<file path="src/rtl/anc_sample_sequencer_pkg.sv">
// -----------------------------------------------------------------------------
// anc_sample_sequencer_pkg
// Shared definitions for the ANC sample sequencer.
// Contents:
//   AXIS_W         width of an AXIS audio word
//   DATA_W_DEF     default audio sample width
//   TIMEOUT_DEF    default compute deadline in clock cycles
//   CNT_W_DEF      default width of the saturating error counters
//   state_e        sequencer FSM states
//   is_rx_state()  1 in the states that accept rx words
// -----------------------------------------------------------------------------
package anc_sample_sequencer_pkg;

    localparam int AXIS_W      = 32;
    localparam int DATA_W_DEF  = 24;
    localparam int TIMEOUT_DEF = 400;
    localparam int CNT_W_DEF   = 16;

    typedef enum logic [2:0] {
        ST_RX_L  = 3'd0,  // waiting for the left (reference) word
        ST_RX_R  = 3'd1,  // waiting for the right (error) word
        ST_START = 3'd2,  // one-cycle core launch
        ST_WAIT  = 3'd3,  // waiting for core_done or the deadline
        ST_TX_L  = 3'd4,  // presenting the left tx word
        ST_TX_R  = 3'd5   // presenting the right tx word
    } state_e;

    function automatic logic is_rx_state(input state_e s);
        return (s == ST_RX_L) || (s == ST_RX_R);
    endfunction

endpackage

</file>
<file path="src/rtl/anc_deadline_timer.sv">
// -----------------------------------------------------------------------------
// anc_deadline_timer
// Cycle counter for the filter-core compute deadline. It counts from 0 while
// enabled and flags expiry on the cycle the count reaches TIMEOUT-1, so an
// enabled window lasts exactly TIMEOUT cycles before expiry is acted upon.
// Ports:
//   clk_i      clock
//   rst_i      synchronous reset, active-high
//   clear_i    force the count back to 0 (has priority over enable_i)
//   enable_i   count this cycle
//   expired_o  count has reached TIMEOUT-1 while enabled
// -----------------------------------------------------------------------------
module anc_deadline_timer #(
    parameter int TIMEOUT = 400
) (
    input  logic clk_i,
    input  logic rst_i,
    input  logic clear_i,
    input  logic enable_i,
    output logic expired_o
);

    localparam int CW = (TIMEOUT > 1) ? $clog2(TIMEOUT) : 1;
    localparam logic [CW-1:0] LAST_CNT = CW'(TIMEOUT - 1);

    logic [CW-1:0] cnt_q;
    logic [CW-1:0] cnt_d;

    assign expired_o = enable_i && (cnt_q == LAST_CNT);

    always_comb begin
        // NOTE: default first so every path assigns cnt_d and no latch is inferred.
        cnt_d = cnt_q;
        if (clear_i) begin
            cnt_d = '0;
        end else if (enable_i && !expired_o) begin
            cnt_d = cnt_q + 1'b1;
        end
    end

    always_ff @(posedge clk_i) begin
        // NOTE: sequential state uses non-blocking assignments only, so every
        // register samples pre-edge values regardless of statement order.
        if (rst_i) begin
            cnt_q <= '0;
        end else begin
            cnt_q <= cnt_d;
        end
    end

endmodule

</file>
<file path="src/rtl/anc_sample_sequencer.sv">
// -----------------------------------------------------------------------------
// anc_sample_sequencer
// Per-frame scheduler between the I2S AXIS controller and the ANC filter core.
// Collects one {left=reference, right=error} rx packet, launches the core,
// enforces a compute deadline and returns the anti-noise sample as a two-word
// tx packet (same value on L and R). A missed deadline re-sends the last good
// sample so the codec is never starved.
// Ports:
//   axis_clk, axis_reset         clock, synchronous active-high reset
//   rx_axis_s_*                  codec rx stream (last=1 marks the right word)
//   tx_axis_m_*                  codec tx stream (last=1 marks the right word)
//   core_start/core_ref/core_err launch pulse and latched operands for the core
//   core_done/core_out           result pulse and anti-noise sample
//   bypass                       transmit core_ref directly (sampled in START)
//   overrun_count                saturating count of deadline misses
//   desync_count                 saturating count of rx framing errors
// -----------------------------------------------------------------------------
module anc_sample_sequencer
    import anc_sample_sequencer_pkg::*;
#(
    parameter int DATA_W  = DATA_W_DEF,
    parameter int TIMEOUT = TIMEOUT_DEF,
    parameter int CNT_W   = CNT_W_DEF
) (
    input  logic              axis_clk,
    input  logic              axis_reset,
    input  logic [AXIS_W-1:0] rx_axis_s_data,
    input  logic              rx_axis_s_valid,
    output logic              rx_axis_s_ready,
    input  logic              rx_axis_s_last,
    output logic [AXIS_W-1:0] tx_axis_m_data,
    output logic              tx_axis_m_valid,
    input  logic              tx_axis_m_ready,
    output logic              tx_axis_m_last,
    output logic              core_start,
    output logic [DATA_W-1:0] core_ref,
    output logic [DATA_W-1:0] core_err,
    input  logic              core_done,
    input  logic [DATA_W-1:0] core_out,
    input  logic              bypass,
    output logic [CNT_W-1:0]  overrun_count,
    output logic [CNT_W-1:0]  desync_count
);

    state_e              state_q;
    logic                rx_ready_q;
    logic [AXIS_W-1:0]   tx_data_q;
    logic                tx_valid_q;
    logic                tx_last_q;
    logic                core_start_q;
    logic [DATA_W-1:0]   core_ref_q;
    logic [DATA_W-1:0]   core_err_q;
    logic [DATA_W-1:0]   held_q;       // last good anti-noise sample
    logic [CNT_W-1:0]    overrun_q;
    logic [CNT_W-1:0]    desync_q;

    logic [CNT_W-1:0]    overrun_d;
    logic [CNT_W-1:0]    desync_d;
    logic                rx_accept;
    logic                timer_expired;
    logic [DATA_W-1:0]   rx_sample;

    // Upper bits of an rx word are padding and carry no information.
    logic                unused_rx_pad;
    assign unused_rx_pad = ^rx_axis_s_data[AXIS_W-1:DATA_W];

    assign rx_sample = rx_axis_s_data[DATA_W-1:0];
    assign rx_accept = rx_axis_s_valid && rx_ready_q;

    // Saturating increments; the FSM decides when they are committed.
    assign overrun_d = (overrun_q == '1) ? overrun_q : overrun_q + 1'b1;
    assign desync_d  = (desync_q  == '1) ? desync_q  : desync_q  + 1'b1;

    anc_deadline_timer #(
        .TIMEOUT (TIMEOUT)
    ) u_timer (
        .clk_i     (axis_clk),
        .rst_i     (axis_reset),
        .clear_i   (state_q != ST_WAIT),
        .enable_i  (state_q == ST_WAIT),
        .expired_o (timer_expired)
    );

    function automatic logic [AXIS_W-1:0] pack_word(input logic [DATA_W-1:0] s);
        return {{(AXIS_W - DATA_W){1'b0}}, s};
    endfunction

    always_ff @(posedge axis_clk) begin
        if (axis_reset) begin
            state_q      <= ST_RX_L;
            rx_ready_q   <= 1'b0;
            tx_data_q    <= '0;
            tx_valid_q   <= 1'b0;
            tx_last_q    <= 1'b0;
            core_start_q <= 1'b0;
            core_ref_q   <= '0;
            core_err_q   <= '0;
            held_q       <= '0;
            overrun_q    <= '0;
            desync_q     <= '0;
        end else begin
            case (state_q)
                ST_RX_L: begin
                    // Ready comes up one cycle after reset, then stays up in rx states.
                    rx_ready_q <= 1'b1;
                    if (rx_accept) begin
                        if (rx_axis_s_last) begin
                            desync_q <= desync_d;            // stray right word: drop
                        end else begin
                            core_ref_q <= rx_sample;
                            state_q    <= ST_RX_R;
                        end
                    end
                end

                ST_RX_R: begin
                    rx_ready_q <= 1'b1;
                    if (rx_accept) begin
                        if (rx_axis_s_last) begin
                            core_err_q   <= rx_sample;
                            core_start_q <= 1'b1;
                            rx_ready_q   <= 1'b0;
                            state_q      <= ST_START;
                        end else begin
                            core_ref_q <= rx_sample;         // newer left word wins
                            desync_q   <= desync_d;
                        end
                    end
                end

                ST_START: begin
                    core_start_q <= 1'b0;
                    if (bypass) begin
                        held_q     <= core_ref_q;
                        tx_data_q  <= pack_word(core_ref_q);
                        tx_valid_q <= 1'b1;
                        tx_last_q  <= 1'b0;
                        state_q    <= ST_TX_L;
                    end else begin
                        state_q <= ST_WAIT;
                    end
                end

                ST_WAIT: begin
                    // A result on the deadline cycle still counts as on time.
                    if (core_done) begin
                        held_q     <= core_out;
                        tx_data_q  <= pack_word(core_out);
                        tx_valid_q <= 1'b1;
                        tx_last_q  <= 1'b0;
                        state_q    <= ST_TX_L;
                    end else if (timer_expired) begin
                        overrun_q  <= overrun_d;
                        tx_data_q  <= pack_word(held_q);
                        tx_valid_q <= 1'b1;
                        tx_last_q  <= 1'b0;
                        state_q    <= ST_TX_L;
                    end
                end

                ST_TX_L: begin
                    if (tx_axis_m_ready) begin
                        tx_last_q <= 1'b1;
                        state_q   <= ST_TX_R;
                    end
                end

                ST_TX_R: begin
                    if (tx_axis_m_ready) begin
                        tx_valid_q <= 1'b0;
                        tx_last_q  <= 1'b0;
                        rx_ready_q <= 1'b1;
                        state_q    <= ST_RX_L;
                    end
                end

                default: begin
                    state_q <= ST_RX_L;
                end
            endcase
        end
    end

    assign rx_axis_s_ready = rx_ready_q;
    assign tx_axis_m_data  = tx_data_q;
    assign tx_axis_m_valid = tx_valid_q;
    assign tx_axis_m_last  = tx_last_q;
    assign core_start      = core_start_q;
    assign core_ref        = core_ref_q;
    assign core_err        = core_err_q;
    assign overrun_count   = overrun_q;
    assign desync_count    = desync_q;

endmodule

</file>
<file path="config.mk">
export PLATFORM = sky130hd
export DESIGN_NAME = anc_sample_sequencer
export DESIGN_NICKNAME = d
export VERILOG_FILES = /design/src/rtl/anc_sample_sequencer_pkg.sv /design/src/rtl/anc_deadline_timer.sv /design/src/rtl/anc_sample_sequencer.sv
export SDC_FILE = /design/constraint.sdc
export NUM_CORES = 1
export LEC_CHECK = 0
export ABC_AREA = 0
export CORE_MARGIN = 2
export CORE_UTILIZATION = 30
export CTS_CLUSTER_DIAMETER = 100
export DETAILED_ROUTE_END_ITERATION = 12
export HOLD_SLACK_MARGIN = 0.03
export PLACE_DENSITY = 0.59
export SLEW_MARGIN = 20
export SYNTH_ARGS = -nofsm -noshare
export SYNTH_HDL_FRONTEND = slang
export SYNTH_SLANG_ARGS = --single-unit
export TNS_END_PERCENT = 30
</file>
<file path="constraint.sdc">
create_clock -name axis_clk -period 2.75 [get_ports axis_clk]
set_clock_uncertainty 0.2 [all_clocks]
set_input_delay 0.55 -clock axis_clk [delete_from_list [all_inputs] [get_ports axis_clk]]
set_output_delay 0.55 -clock axis_clk [all_outputs]
set_load 0.01 [all_outputs]
</file>
* Yosys cells after proc, flatten, opt, wreduce, memory -nomap -nowiden *
Cells that the tools add are included.

storage, ports and cells
  memory bits (writable) = 0
  bits in read-only memories = 0
  flip-flop bits (word level) = 152
  bits in latches = 0
  memories kept = 0
  input bits = 63

cells by class
  magnitude comparators = 0
  divide/modulo/power cells = 0
  multiplexer cells = 39
  reduce and logical (&&, ||, !) cells = 24
  bitwise operators = 3
  equality and inequality tests = 20
  multipliers = 0
  $add $sub $neg = 3
  shift-type cells = 0

operator list
  cell                     count
  $mux W32                 3
  $mux W16                 5
  $pmux W32 S2             1
  $mux W24                 2
  $pmux W24 S2             1
  $add A16 B1 Y16 const B  2
  $eq A16 B16 Y1 const B   2
  $pmux W16 S2             1
  $mux W3                  9
  $ne A2 B2 Y1 const B     10
  $pmux W3 S6              1
  $reduce_and A3 Y1        5
  $mux W1                  12
  $reduce_and A5 Y1        2
  $add A9 B1 Y9 const B    1
  $eq A9 B9 Y1 const B     1
  $reduce_and A4 Y1        2
  $reduce_and A7 Y1        1
  $eq A3 B2 Y1 const B     2
  $eq A3 B3 Y1 const B     2
  $pmux W1 S3              2
  $reduce_bool A2 Y1       3
  $reduce_bool A3 Y1       2
  $pmux W1 S4              1
  other kinds (11)         16

* Logic depth before layout (Yosys ltp) *
Gate-level depths: netlist of the first run.

  depth after elaboration = 5
  mapped depth = 7
  depth with buffers taken out = 5

* Cells and area by module *
Synthesis of the first run repeated with hierarchy kept, for this count alone.

second synthesis, totals
  cell total of the unflattened synthesis = 769
  area total of the unflattened synthesis = 6588.8 sq um

by module, submodules not included
  module                cells an instance  area an instance (sq um)  times used  sequential area each (sq um)
  anc_sample_sequencer  714                6105.9                    1           2702.6
  anc_deadline_timer    55                 483.0                     1           180.2

* Least setup slack after synthesis of the first run *
OpenSTA, ideal clock, no wires.

  path type = input-to-reg
  start point = input port core_done
  end point = register overrun_q[13] (netlist: overrun_count[13])
  slack = 0.430 ns
  library setup time = 0.123 ns
  data required time = 2.427 ns
  arrival time = 1.996 ns
  cell stages on the path = 6
  cells stage by stage = buf_6 and4bb_2 nand4_2 buf_6 nor4_1 mux2_1

between the ends
  longest elaborated chain between the ends = 2

RTL lines
  element                             line                         source
  start, declared                     anc_sample_sequencer.sv:38   input logic core_done,
  $not A1 Y1 (no source line)         --
  $reduce_and A4 Y1 (no source line)  --
  end signal, assigned                anc_sample_sequencer.sv:153  overrun_q <= overrun_d;
  end, declared                       anc_sample_sequencer.sv:54   logic [CNT_W-1:0] overrun_q;

No other way between the ends.
A chain may end at the register's enable or synchronous reset.

* Final worst setup path of the first run *
  start point = register u_timer.cnt_q[5]
  end point = register tx_data_q[22] (netlist: tx_axis_m_data[22])

between the ends
  longest elaborated chain between the ends = 4

RTL lines
  element                             line                         source
  start, declared                     anc_deadline_timer.sv:26     logic [CW-1:0] cnt_q;
  start signal, assigned              anc_deadline_timer.sv:47     cnt_q <= cnt_d;
  $eq A9 B9 Y1                        anc_deadline_timer.sv:29     assign expired_o = enable_i && (cnt_q == LAST_CNT);
  $logic_and A1 B1 Y1                 anc_deadline_timer.sv:29
  $ne A3 B3 Y1 (no source line)       --
  $reduce_and A3 Y1 (no source line)  --
  end signal, assigned                anc_sample_sequencer.sv:135  tx_data_q <= pack_word(core_ref_q);
  end signal, assigned                anc_sample_sequencer.sv:148  tx_data_q <= pack_word(core_out);
  end signal, assigned                anc_sample_sequencer.sv:154  tx_data_q <= pack_word(held_q);
  end, declared                       anc_sample_sequencer.sv:47   logic [AXIS_W-1:0] tx_data_q;

No other way between the ends.

==> flow_summary.toml, run 1 <==
[detailed_routing]
antenna_left = 0
drc = 0
drtPass1Iterations = 5
vias = 6469
vias_per_cell = 5.11
drt_wl_total_um = 21000
wl_per_cell_um = 16.6
drt_iter0_drc = 486

[timing]
fin_crit_ps = 2580
slew_viol_final = 0
relSlewSlack_pct = 36.6
clock.fmax_mhz = 387
tns_ps = 0
period_share_pct = 93.9
rsz0062_at_grt = "false"
setup_viol = 0
worstMarginPinSlew_ps = 950
finalHoldViolations = 0

[cts]
clk_path_buf_depth = 2
htreeDepth = 4
cts_resized = 0
ctsRootBufferMaster = "clkbuf_16"
clock_latency_ps = 420
clk_pin_slew_ps = 60
post_cts_buffers = 0
cts_tree = "yes"
ctsHoldBuffers = 0
cts.sinks = 144
numCtsBuffers = 17

[outcome]
outcome = "complete, no violations"

[logic_synthesis]
synth-async-reset-ratio_pct = 0
synth.avg_cell_area_sq_um = 8.18
synth_seq_cells = 144
ys_types = 58
synth_seq_area_share_pct = 42.7
ys_warn_count = 0
synth_edf_count = 0
synth_top_flop_cell = "dfxtp_1"
synthCells = 825
synth_area_sq_um = 6750

[global_route]
grt_usage_pct = 17.9
grt_antenna_before_repair = 0
grt_max_degree = 61
overflow = 0
grt_pass1_wl_um = 33700
grt_pass1_vias = 5943

[setup_path]
regToRegStartpoint = "u_timer.cnt_q[5]$_SDFFE_PP0P_"
worst_setup_path_end_kind = "flop"
worstReg2RegEnd = "tx_axis_m_data[22]$_SDFFE_PP0P_"
startpoint_type = "flop"
r2r_slack_ps = 170
criticalPathCategory = "reg2reg"
reg2reg_depth = 5
crit_required_ps = 2900
crit_path_max_fanout = 19
worstPathArrival_ps = 2730

[floorplan]
rows = 54
dieArea_sq_um = 23700
core-area_sq_um = 22000
die_h_um = 154
io_pins = 179
start_util_pct = 30.7
die_x_um = 154

[final_layout]
area_growth_pct = 37.7
diodes = 0
drive_above_1_share_pct = 9.43
fin_nets = 1039
fin_area_sq_um = 9290
final_cells = 1266

[job]
maxCapViolCount = 0

[place]
hpwl_um = 14500
dpl_cell_area_sq_um = 8700
gp_congestion = 0.824
portBuffers = 162
placed_cells = 1234

[power_and_ir_drop]
powerDensity_nw_per_um2 = 512
finalPower_mw = 4.76
p_leak_nw = 3.02
max-vdd-ir-drop_mv = 0.401

[min_path]
hold_end = "core_err[4]$_SDFFE_PP0P_"
hold_class = "reg2reg"
hold_start = "core_err[4]$_SDFFE_PP0P_"
holdPathStages = 2
-- power by group --
group	leakage [nW]	internal, mW	switching [mW]
Combinational	1.57	0.157	0.162
Sequential	1.16	2.11	0.0247
Clock	0.283	1.39	0.921
-- flip-flops by register name, indices dropped and copies added (netlist names) --
register and flops:
rx_axis_s_ready 1, state_q 3, core_ref 24, overrun_count 16, held_q 24, u_timer.cnt_q 9
tx_axis_m_last 1, desync_count 16, core_err 24, core_start 1, tx_axis_m_valid 1, tx_axis_m_data 24
-- per-stage QoR --
stage / hold WS [ps] / worst slack, ps / utilization (%)
3_3_place_gp: 242 / 21.0 / 39.6
3_5_place_dp: 248 / 20.4 / 39.6
5_1_grt: 269 / 24.4 / 42.3
6_report: 256 / 168 / 42.3
2_1_floorplan: 253 / 430 / -
4_1_cts: 257 / 147 / 42.3
-- cells by family (layout without fill, tap and decap cells) --
family	Yosys count	count (layout)	synth area share, %
and+or+nand+nor	339	339	23.5
AOI/OAI and AO/OA	208	208	19.8
DFF	144	144	42.7
buffers and inverters	81	235	5.79
muxes	43	43	6.66
xor gates and xnor gates	6	6	0.890
adders and majority gates	3	3	0.556
other	1	8	0.0556
-- critical path, stage by stage, from the launching register on --
cell	delay [ps]
dfxtp_1	360
or4b_4	560
o31ai_4	780
buf_4	320
o2111ai_1	130
a21oi_1	160
-- how the worst max path moves through the flow --
stage / end / start / slack [ps] / depth (start not counted)
3_3_place_gp: desync_count[7]$_SDFFE_PP0P_ / rx_axis_s_valid / 20 / 6
5_1_grt: tx_axis_m_data[18]$_SDFFE_PP0P_ / u_timer.cnt_q[5]$_SDFFE_PP0P_ / 20 / 5
2_1_floorplan: overrun_count[13]$_SDFFE_PP0P_ / core_done / 430 / 6
4_1_cts: tx_axis_m_data[22]$_SDFFE_PP0P_ / u_timer.cnt_q[5]$_SDFFE_PP0P_ / 150 / 5
6_report: tx_axis_m_data[22]$_SDFFE_PP0P_ / u_timer.cnt_q[5]$_SDFFE_PP0P_ / 170 / 5
3_5_place_dp: desync_count[7]$_SDFFE_PP0P_ / rx_axis_s_valid / 20 / 6
-- cells in the mapped netlist, drive strengths merged, types with 2 or more instances --
| library cell | count | area [sq um] |
|---|---|---|
| nand2 | 186 | 698 |
| dfxtp | 144 | 2880 |
| a21oi | 92 | 460 |
| nor2 | 56 | 210 |
| clkbuf | 45 | 170 |
| o21ai | 33 | 165 |
| mux2i | 28 | 280 |
| buf | 26 | 183 |
| a311oi | 25 | 219 |
| o2111ai | 25 | 219 |
| nand3 | 16 | 85.1 |
| mux2 | 15 | 169 |
| nor2b | 15 | 93.8 |
| nor4 | 13 | 103 |
| o31ai | 11 | 96.3 |
| inv | 10 | 37.5 |
| nand4 | 10 | 68.8 |
| or4 | 10 | 75.1 |
| a211oi | 7 | 52.6 |
| and3 | 5 | 31.3 |
| and4 | 5 | 43.8 |
| nor3 | 5 | 25.0 |
| nand2b | 4 | 25.0 |
| o31a | 4 | 36.3 |
| a31oi | 3 | 18.8 |
| ha | 3 | 37.5 |
| nand3b | 3 | 22.5 |
| xnor2 | 3 | 26.3 |
| xor2 | 3 | 33.8 |
| and2 | 2 | 12.5 |
| nor4bb | 2 | 20.0 |
| o41ai | 2 | 17.5 |
-- per-layer routing --
metal	vias up	GRT usage, %	routed length [um]
li1	3256	-	-
met1	3057	24.4	10000
met2	140	28.4	9920
met3	16	3.69	800
met4	0	5.56	316
met5	-	0	0
-- placed cells by master (no fill, tap or decap), drive strengths merged, types with 10 or more instances in the layout --
| cell type | n |
|---|---|
| o21ai | 33 |
| buf | 33 |
| mux2 | 15 |
| mux2i | 28 |
| nor2 | 56 |
| nor4 | 13 |
| o2111ai | 25 |
| o31ai | 11 |
| clkbuf | 20 |
| nand4 | 10 |
| nor2b | 15 |
| a311oi | 25 |
| dfxtp | 144 |
| nand2 | 186 |
| or4 | 10 |
| clkdlybuf4s50 | 160 |
| nand3 | 16 |
| a21oi | 92 |
| inv | 12 |
-- area by class of cell --
class / instances / area, sq um
tap: 280 / 350
timing repair buffer: 193 / 1910
multi-input combinational: 607 / 3520
clock buffer: 20 / 457
inverter: 10 / 37.5
clock inverter: 12 / 133
fill: 2203 / 12700
sequential: 144 / 2880
No activity file was read; power rests on OpenSTA's default activity.
==> run 2: changes to the inputs <==
--- a/config.mk
+++ b/config.mk
@@ -10,6 +10,7 @@
 export CORE_UTILIZATION = 30
 export CTS_CLUSTER_DIAMETER = 100
 export DETAILED_ROUTE_END_ITERATION = 12
+export GPL_ROUTABILITY_DRIVEN = 1
 export HOLD_SLACK_MARGIN = 0.03
 export PLACE_DENSITY = 0.59
 export SLEW_MARGIN = 20
==> results of run 2 <==
Same layout as run 1: the final DEF is identical, and so are final timing and power.
